**src/rtl/conv_encoder.sv**
```systemverilog
// ---------------------------------------------------------------------------
// conv_encoder
// Rate-1/2 feedforward convolutional encoder. One information bit in per
// handshake, one coded pair {G0 parity, G1 parity} out per bit.
//
// Build option: TAIL_FLUSH_EN
//   defined   - each frame is closed with K-1 zero-input tail pairs so the
//               trellis ends in state 0.
//   undefined - no tail pairs; the in_last pair carries out_last and the
//               shift register is cleared on that edge (truncated frame).
//
// state | meaning
// ------+---------------------------------------------------------------
// IDLE  | no frame open, shift register is all zero
// DATA  | frame open, information bits being encoded
// TAIL  | flushing K-1 zero bits, input side held off (TAIL_FLUSH_EN only)
// ---------------------------------------------------------------------------
module conv_encoder #(
   parameter int             K  = 3,
   parameter logic [K-1:0]   G0 = 3'b111,
   parameter logic [K-1:0]   G1 = 3'b101
) (
   input  logic       clk,
   input  logic       rst_n,
   input  logic       in_bit,
   input  logic       in_valid,
   input  logic       in_last,
   output logic       in_ready,
   output logic [1:0] out_pair,
   output logic       out_valid,
   output logic       out_last,
   input  logic       out_ready,
   output logic       busy
);

   typedef enum logic [1:0] {
      IDLE = 2'd0,
      DATA = 2'd1,
      TAIL = 2'd2
   } state_e;

   state_e       state_q;
   logic [K-2:0] s_q;
   logic [1:0]   out_pair_q;
   logic         out_valid_q;
   logic         out_last_q;

`ifdef TAIL_FLUSH_EN
   localparam int CW = $clog2(K) + 1;
   logic [CW-1:0] cnt_q;
`endif

   logic         load_ok;
   logic         accept;
   logic         u;
   logic [K-1:0] w;
   logic [1:0]   pair_d;
   logic [K-2:0] s_d;

   // A new pair may be loaded whenever the output register is empty or draining.
   assign load_ok  = !out_valid_q || out_ready;
   assign in_ready = (state_q != TAIL) && load_ok;
   assign accept   = in_valid && in_ready;

   // Encoder window: current input on top, oldest past bit at bit 0.
   always_comb begin
      u      = (state_q == TAIL) ? 1'b0 : in_bit;
      w      = {u, s_q};
      pair_d = {^(w & G0), ^(w & G1)};
      s_d    = w[K-1:1];
   end

   // Frame sequencing, shift register and registered output pair.
   always_ff @(posedge clk or negedge rst_n) begin
      if (!rst_n) begin
         state_q     <= IDLE;
         s_q         <= '0;
         out_pair_q  <= 2'b00;
         out_valid_q <= 1'b0;
         out_last_q  <= 1'b0;
`ifdef TAIL_FLUSH_EN
         cnt_q       <= '0;
`endif
      end else begin
`ifdef TAIL_FLUSH_EN
         if (state_q == TAIL) begin
            if (load_ok) begin
               out_pair_q  <= pair_d;
               out_valid_q <= 1'b1;
               out_last_q  <= (cnt_q == CW'(1));
               s_q         <= s_d;
               cnt_q       <= cnt_q - CW'(1);
               if (cnt_q == CW'(1)) begin
                  state_q <= IDLE;
               end
            end
         end else if (accept) begin
            out_pair_q  <= pair_d;
            out_valid_q <= 1'b1;
            out_last_q  <= 1'b0;
            s_q         <= s_d;
            if (in_last) begin
               state_q <= TAIL;
               cnt_q   <= CW'(K - 1);
            end else begin
               state_q <= DATA;
            end
         end else if (out_ready) begin
            out_valid_q <= 1'b0;
         end
`else
         if (accept) begin
            out_pair_q  <= pair_d;
            out_valid_q <= 1'b1;
            out_last_q  <= in_last;
            if (in_last) begin
               // Truncated frame: restart the trellis from state 0.
               s_q     <= '0;
               state_q <= IDLE;
            end else begin
               s_q     <= s_d;
               state_q <= DATA;
            end
         end else if (out_ready) begin
            out_valid_q <= 1'b0;
         end
`endif
      end
   end

   assign out_pair  = out_pair_q;
   assign out_valid = out_valid_q;
   assign out_last  = out_last_q;
   assign busy      = (state_q != IDLE) || out_valid_q;

endmodule

```
**config.mk**
```make
export PLATFORM = sky130hd
export DESIGN_NAME = conv_encoder
export DESIGN_NICKNAME = d
export VERILOG_FILES = /design/src/rtl/conv_encoder.sv
export SDC_FILE = /design/constraint.sdc
export NUM_CORES = 1
export LEC_CHECK = 0
export BUFFER_PORTS_ARGS = -buffer_cell sky130_fd_sc_hd__buf_4
export CORE_AREA = 5 5 42 44
export DETAILED_ROUTE_END_ITERATION = 8
export DIE_AREA = 0 0 47 49
export PLACE_DENSITY = 0.52
export SYNTH_ARGS = -nofsm -noshare
export SYNTH_HDL_FRONTEND = slang
export SYNTH_SLANG_ARGS = --single-unit
```
**constraint.sdc**
```tcl
create_clock -name clk -period 1.4 [get_ports clk]
set_clock_uncertainty 0.2 [all_clocks]
set_input_delay 0.28 -clock clk [delete_from_list [all_inputs] [get_ports clk]]
set_output_delay 0.28 -clock clk [all_outputs]
set_load 0.005 [all_outputs]
```
* Yosys cells after proc, flatten, opt, wreduce, memory -nomap -nowiden
Cells that the tools add are included.
** Word-level totals
- Register bits after elaboration :: 8
- Word-level logic and storage cells :: 21
- Bits of input ports :: 6
- Output and inout bits :: 6
** Operators by class
- Equal/unequal tests :: 2
- Mux-type cells :: 5
- Reduce and logical (&&, ||, !) cells :: 9
** Operators with widths (number)
- XOR reduction 3 bit :: 2
- 2-to-1 mux 1 bit :: 4
- nonzero test 2 bit :: 2
- == test 2 bit, second input constant :: 1
- logical AND 1 bit :: 2
- logical OR 1 bit :: 2
- 2-to-1 mux 2 bit :: 1
- inequality test 2 bit, second input constant :: 1
- logical NOT 1 bit :: 1

* Longest topological paths before layout
- Word-level depth :: 5
- Mapped depth :: 3
- Mapped depth without buffers :: 3

* Least setup slack after synthesis
No wires, ideal clock.
- Path kind :: register to register
- From :: register out_valid_q (netlist: out_valid)
- To :: register out_last_q (netlist: out_last)
- Stages on the path, launching flop included :: 4
- Required time :: 1.075 ns
- Arrival :: 0.921 ns
- Clock period less this slack :: 1.246 ns
- Buffers on the path :: 0
- Slack :: 0.154 ns
- Library setup time :: 0.125 ns
- Cells stage by stage :: dfrtp_1 nand2b_4 nand2_2 mux2_2
** Between the ends
- Word-level cells in the longest chain between the ends :: 4
** RTL lines
- start: declaration :: line 45 : logic out_valid_q;
- start signal: assignment :: line 79 : out_valid_q <= 1'b0;
- start signal: assignment :: line 114 : out_valid_q <= 1'b1;
- start signal: assignment :: line 125 : out_valid_q <= 1'b0;
- logical NOT 1 bit :: line 61 : assign load_ok = !out_valid_q || out_ready;
- logical OR 1 bit :: line 61
- logical AND 1 bit :: line 62 : assign in_ready = (state_q != TAIL) && load_ok;
- via in_ready :: line 28 : output logic in_ready,
- logical AND 1 bit :: line 63 : assign accept = in_valid && in_ready;
- end signal: assignment :: line 115 : out_last_q <= in_last;
- end: declaration :: line 46 : logic out_last_q;
The timed path passes the listed nets, and every way through them passes these cells.
A chain may end at the register's enable or synchronous reset.

* Worst setup path after layout
- From :: register state_q[0]
- To :: output busy
** Between the ends
- Word-level cells in the longest chain between the ends :: 2
** RTL lines
- start: declaration :: line 42 : state_e state_q;
- start signal: assignment :: line 76 : state_q <= IDLE;
- start signal: assignment :: line 119 : state_q <= IDLE;
- start signal: assignment :: line 122 : state_q <= DATA;
- nonzero test 2 bit :: line 134 : assign busy = (state_q != IDLE) || out_valid_q;
- logical OR 1 bit :: line 134
- end: declaration :: line 33 : output logic busy
Every way passes these cells.

==> PnR_summary.wiki <==
{| class="wikitable"
! Metric !! Value
|-
| Critical Path Fanout Max || 2
|-
| Hold violation count in the final report || 0
|-
| RSZ-0062 raised after global routing || yes
|-
| Number of failing setup endpoints in the final timing report || 1
|-
| Outcome || finished, violations left
|-
| Startpoint of the worst register-to-register path || out_valid
|-
| Top cell type's share of synthesized area || 56.9%
|-
| Clock Latency Late Sink || roughly 240 ps
|-
| Area growth from synthesis to final layout || 52.0%
|-
| Root buffer cell || sky130_fd_sc_hd__clkbuf_4
|-
| Synthesis Warnings || 0
|-
| Die Y || roughly 50 um
|-
| Cells after DPL || a little under 50
|-
| Critical path launch point type || register
|-
| Least-Margin Pin Slew || 192 ps
|-
| Final core area utilization || 33.4%
|-
| Yosys reg bits || 7
|-
| Met1 GRT Util || under 10%
|-
| Clock slew at the register clock pins of the worst setup and hold paths || around 50 ps
|-
| Routed length per placed instance || 11.1 um
|-
| Placeable core region || roughly 1400 um^2
|-
| Total routed wirelength || 610 um
|-
| Via count of the routed design || about 220
|-
| Met3 GRT Util || 2.58%
|-
| Die span in x || 47 um
|-
| Portion of the post-synthesis area used by sequential elements || around 57%
|-
| Period utilisation layout || 104%
|-
| # DRC || 0
|-
| Slack of the worst reg-to-reg path || ~60 ps
|-
| Placer's final routability congestion estimate || ~0.70
|-
| Max Cap Violations || 0
|-
| Internal Pwr Total || about 0.44 mW
|-
| Destination of the worst register-to-register timing path || out_pair[0]
|-
| Drt via density || roughly 4.0
|-
| Worst Path Required || 920 ps
|-
| First drt pass iteration count || 2
|-
| Comb power frac || between 20% and 30%
|-
| Switching power as a share of total power || a little under a quarter
|-
| Setup slack of the critical path after layout || -56.6 ps
|-
| Total power per unit cell area || 1230 nW/um^2
|-
| Destination of the critical timing path || busy
|-
| Crit Path Category || reg -> out
|-
| Num CTS Buffers || 3
|-
| Per-instance average area after synthesis || between 10 and 15 um^2
|-
| Part of the power in registers || between 40% and 50%
|-
| Overall die area || between 2000 and 2500 um^2
|-
| # port buffers || 11
|-
| Arr. time, crit path || between 900 and 1000 ps
|-
| Number of top-level design ports || 12
|-
| Layout fillers || 153
|-
| Violated checks || setup timing
|-
| ANT nets after route || 0
|-
| Upper clock frequency limit || 687 MHz
|-
| CTS max path bufs || 2
|-
| Net load switching power || 0.136 mW
|-
| Largest net degree at the start of global routing || 8
|-
| Level count of the clock H-tree || 1
|-
| LEAKAGE || between 0.2 and 0.25 nW
|-
| Maximum resistive drop on vdd || between 0.0003 and 0.0004 V
|-
| Dominant cell type by area after synthesis || sky130_fd_sc_hd__dfrtp_1
|-
| Portion of total power attributed to the clock network || 31.3%
|-
| Max-slew headroom || between 80% and 90%
|-
| Total global routing track utilization || roughly 6.5%
|-
| Fraction of layout instances using a drive strength above 1 || 59.0%
|-
| Number of distinct library cells after synthesis || 10
|-
| Post-Synthesis Cells || 22
|-
| Total chip power || 0.574 mW
|-
| Endpoint kind of the worst setup timing path || output port
|-
| Global route hottest layer || met2
|-
| Leading post-synthesis cells by cell area || sky130_fd_sc_hd__dfrtp_1 57%, sky130_fd_sc_hd__mux2_2 18%, sky130_fd_sc_hd__xor2_1 5.7%
|-
| TritonCTS clock tree || yes
|-
| Starting density of the core || a little over a fifth
|-
| Net count, final || 46
|-
| Number of DRC violations after detailed-routing iteration 0 || 5
|-
| Number of non-filler instances in the completed layout || 55
|-
| Total count of max-transition violations in the final report || 0
|-
| Number of global-route vias before repair || 240
|-
| Initial antenna violation count || 0
|-
| M2 GR Usage || between 8 and 9%
|-
| Netlist Area Pre-Place || ~300 um^2
|-
| CP Launch Point || state_q[0]
|-
| Ant. Diodes || 0
|-
| Synthesized net count || 28
|-
| Remaining global-route overflow || 0
|-
| Depth of the worst register-to-register path || 4
|-
| Global-route wire length before repair || approximately 1100 um
|-
| Class of the worst hold path || in -> reg
|-
| Clk sinks || 7
|-
| Number of standard-cell rows in the floorplan || 14
|-
| Post-route minimum period || about 1500 ps
|}
## per-layer routing
layer | up-vias | share of wire [%]
met3 | 2 | 10
li1 | 106 | -
met4 | 0 | 1.3
met5 | - | 0
met1 | 102 | 42
met2 | 8 | 47
## cell type report
type / count / area, um^2 / share of cell area [%]
well taps: 16 / 20.0 / 4.28
clock buffers: 4 / 26.3 / 5.61
multi-input cells: 14 / 131 / 28.1
inverters: 1 / 3.75 / 0.802
repair buffers: 13 / 111 / 23.8
flip-flops and latches: 7 / 175 / 37.4
## worst max-delay path: stages (launching register included)
cell and delay (ps):
sky130_fd_sc_hd__dfrtp_1 370, sky130_fd_sc_hd__or2_4 250, sky130_fd_sc_hd__buf_6 110
## kinds of logic (layout without fill, tap and decap cells)
kind of cell / after synthesis / count (layout) / share of synthesized area [%]
XOR/XNOR: 2 / 2 / 5.69
buffers and inverters: 1 / 18 / 1.22
flip-flops: 7 / 7 / 56.9
multiplexers: 6 / 6 / 21.5
AND/OR/NAND/NOR: 6 / 6 / 14.6
## how the worst min path moves through the flow
stage	startpoint	endpoint	slack, ps	depth (start not counted)
after CTS	in_last	state_q[0]	20	2
after global routing	in_last	state_q[0]	30	2
after global placement	rst_n	out_valid	-100	1
after detailed placement	rst_n	out_valid	-100	1
final	in_last	state_q[0]	30	2
after floorplan	rst_n	out_last	-220	0
## cells in the mapped netlist (all sizes together)
cell	instances
dfrtp	7
mux2i	1
nand2b	2
mux2	5
or2	1
inv	1
nand2	1
nor2b	2
xor2	2
## repair_timing
| action | in CTS | in global routing |
|---|---|---|
| hold buffers | 1 | 0 |
| gates cloned | 0 | 0 |
| pin swaps | 0 | 1 |
| buffers inserted | 1 | 0 |
| resized for setup | 2 | 2 |
| endpoints found under the setup margin | 1 | 2 |
| endpoints found under the hold margin | 7 | 0 |
## cells in the final DEF, fill, tap and decap left out
cell type,Yosys,final
sky130_fd_sc_hd__nand2b_4,1,1
sky130_fd_sc_hd__inv_1,1,1
sky130_fd_sc_hd__buf_4,0,9
sky130_fd_sc_hd__mux2_2,5,5
sky130_fd_sc_hd__nor2b_1,2,2
sky130_fd_sc_hd__dlygate4sd3_1,0,1
sky130_fd_sc_hd__clkbuf_1,0,1
sky130_fd_sc_hd__xor2_1,2,2
sky130_fd_sc_hd__clkbuf_4,0,3
sky130_fd_sc_hd__nand2b_1,1,1
sky130_fd_sc_hd__nand2_2,1,1
sky130_fd_sc_hd__dfrtp_1,7,7
sky130_fd_sc_hd__or2_4,0,1
sky130_fd_sc_hd__buf_6,0,3
sky130_fd_sc_hd__mux2i_1,1,1
## flip-flops by register name, indices dropped and copies added, names as in the netlist
signal / count
s_q: 2
out_pair: 2
out_valid: 1
out_last: 1
state_q: 1
## power groups by stage
stage	clock network [mW]	logic [mW]	registers, mW
2_1_floorplan	0	0.0563	0.262
3_3_place_gp	0	0.125	0.261
3_5_place_dp	0	0.128	0.262
4_1_cts	0.191	0.139	0.257
5_1_grt	0.201	0.149	0.261
6_report	0.180	0.137	0.257
## metrics by stage
stage / hold slack, ps / setup WS (ps) / cell area (um^2) / TNS (ps)
after floorplan: -216 / 154 / 308 / 0
after global placement: -103 / 58.2 / 410 / 0
after detailed placement: -99.2 / 44.4 / 410 / 0
after CTS: 22.7 / -71.1 / 460 / -100
after global routing: 28.3 / -84.7 / 468 / -119
final: 32.1 / -56.6 / 468 / -56.6
Note: power is estimated with default switching activity, not from simulation.
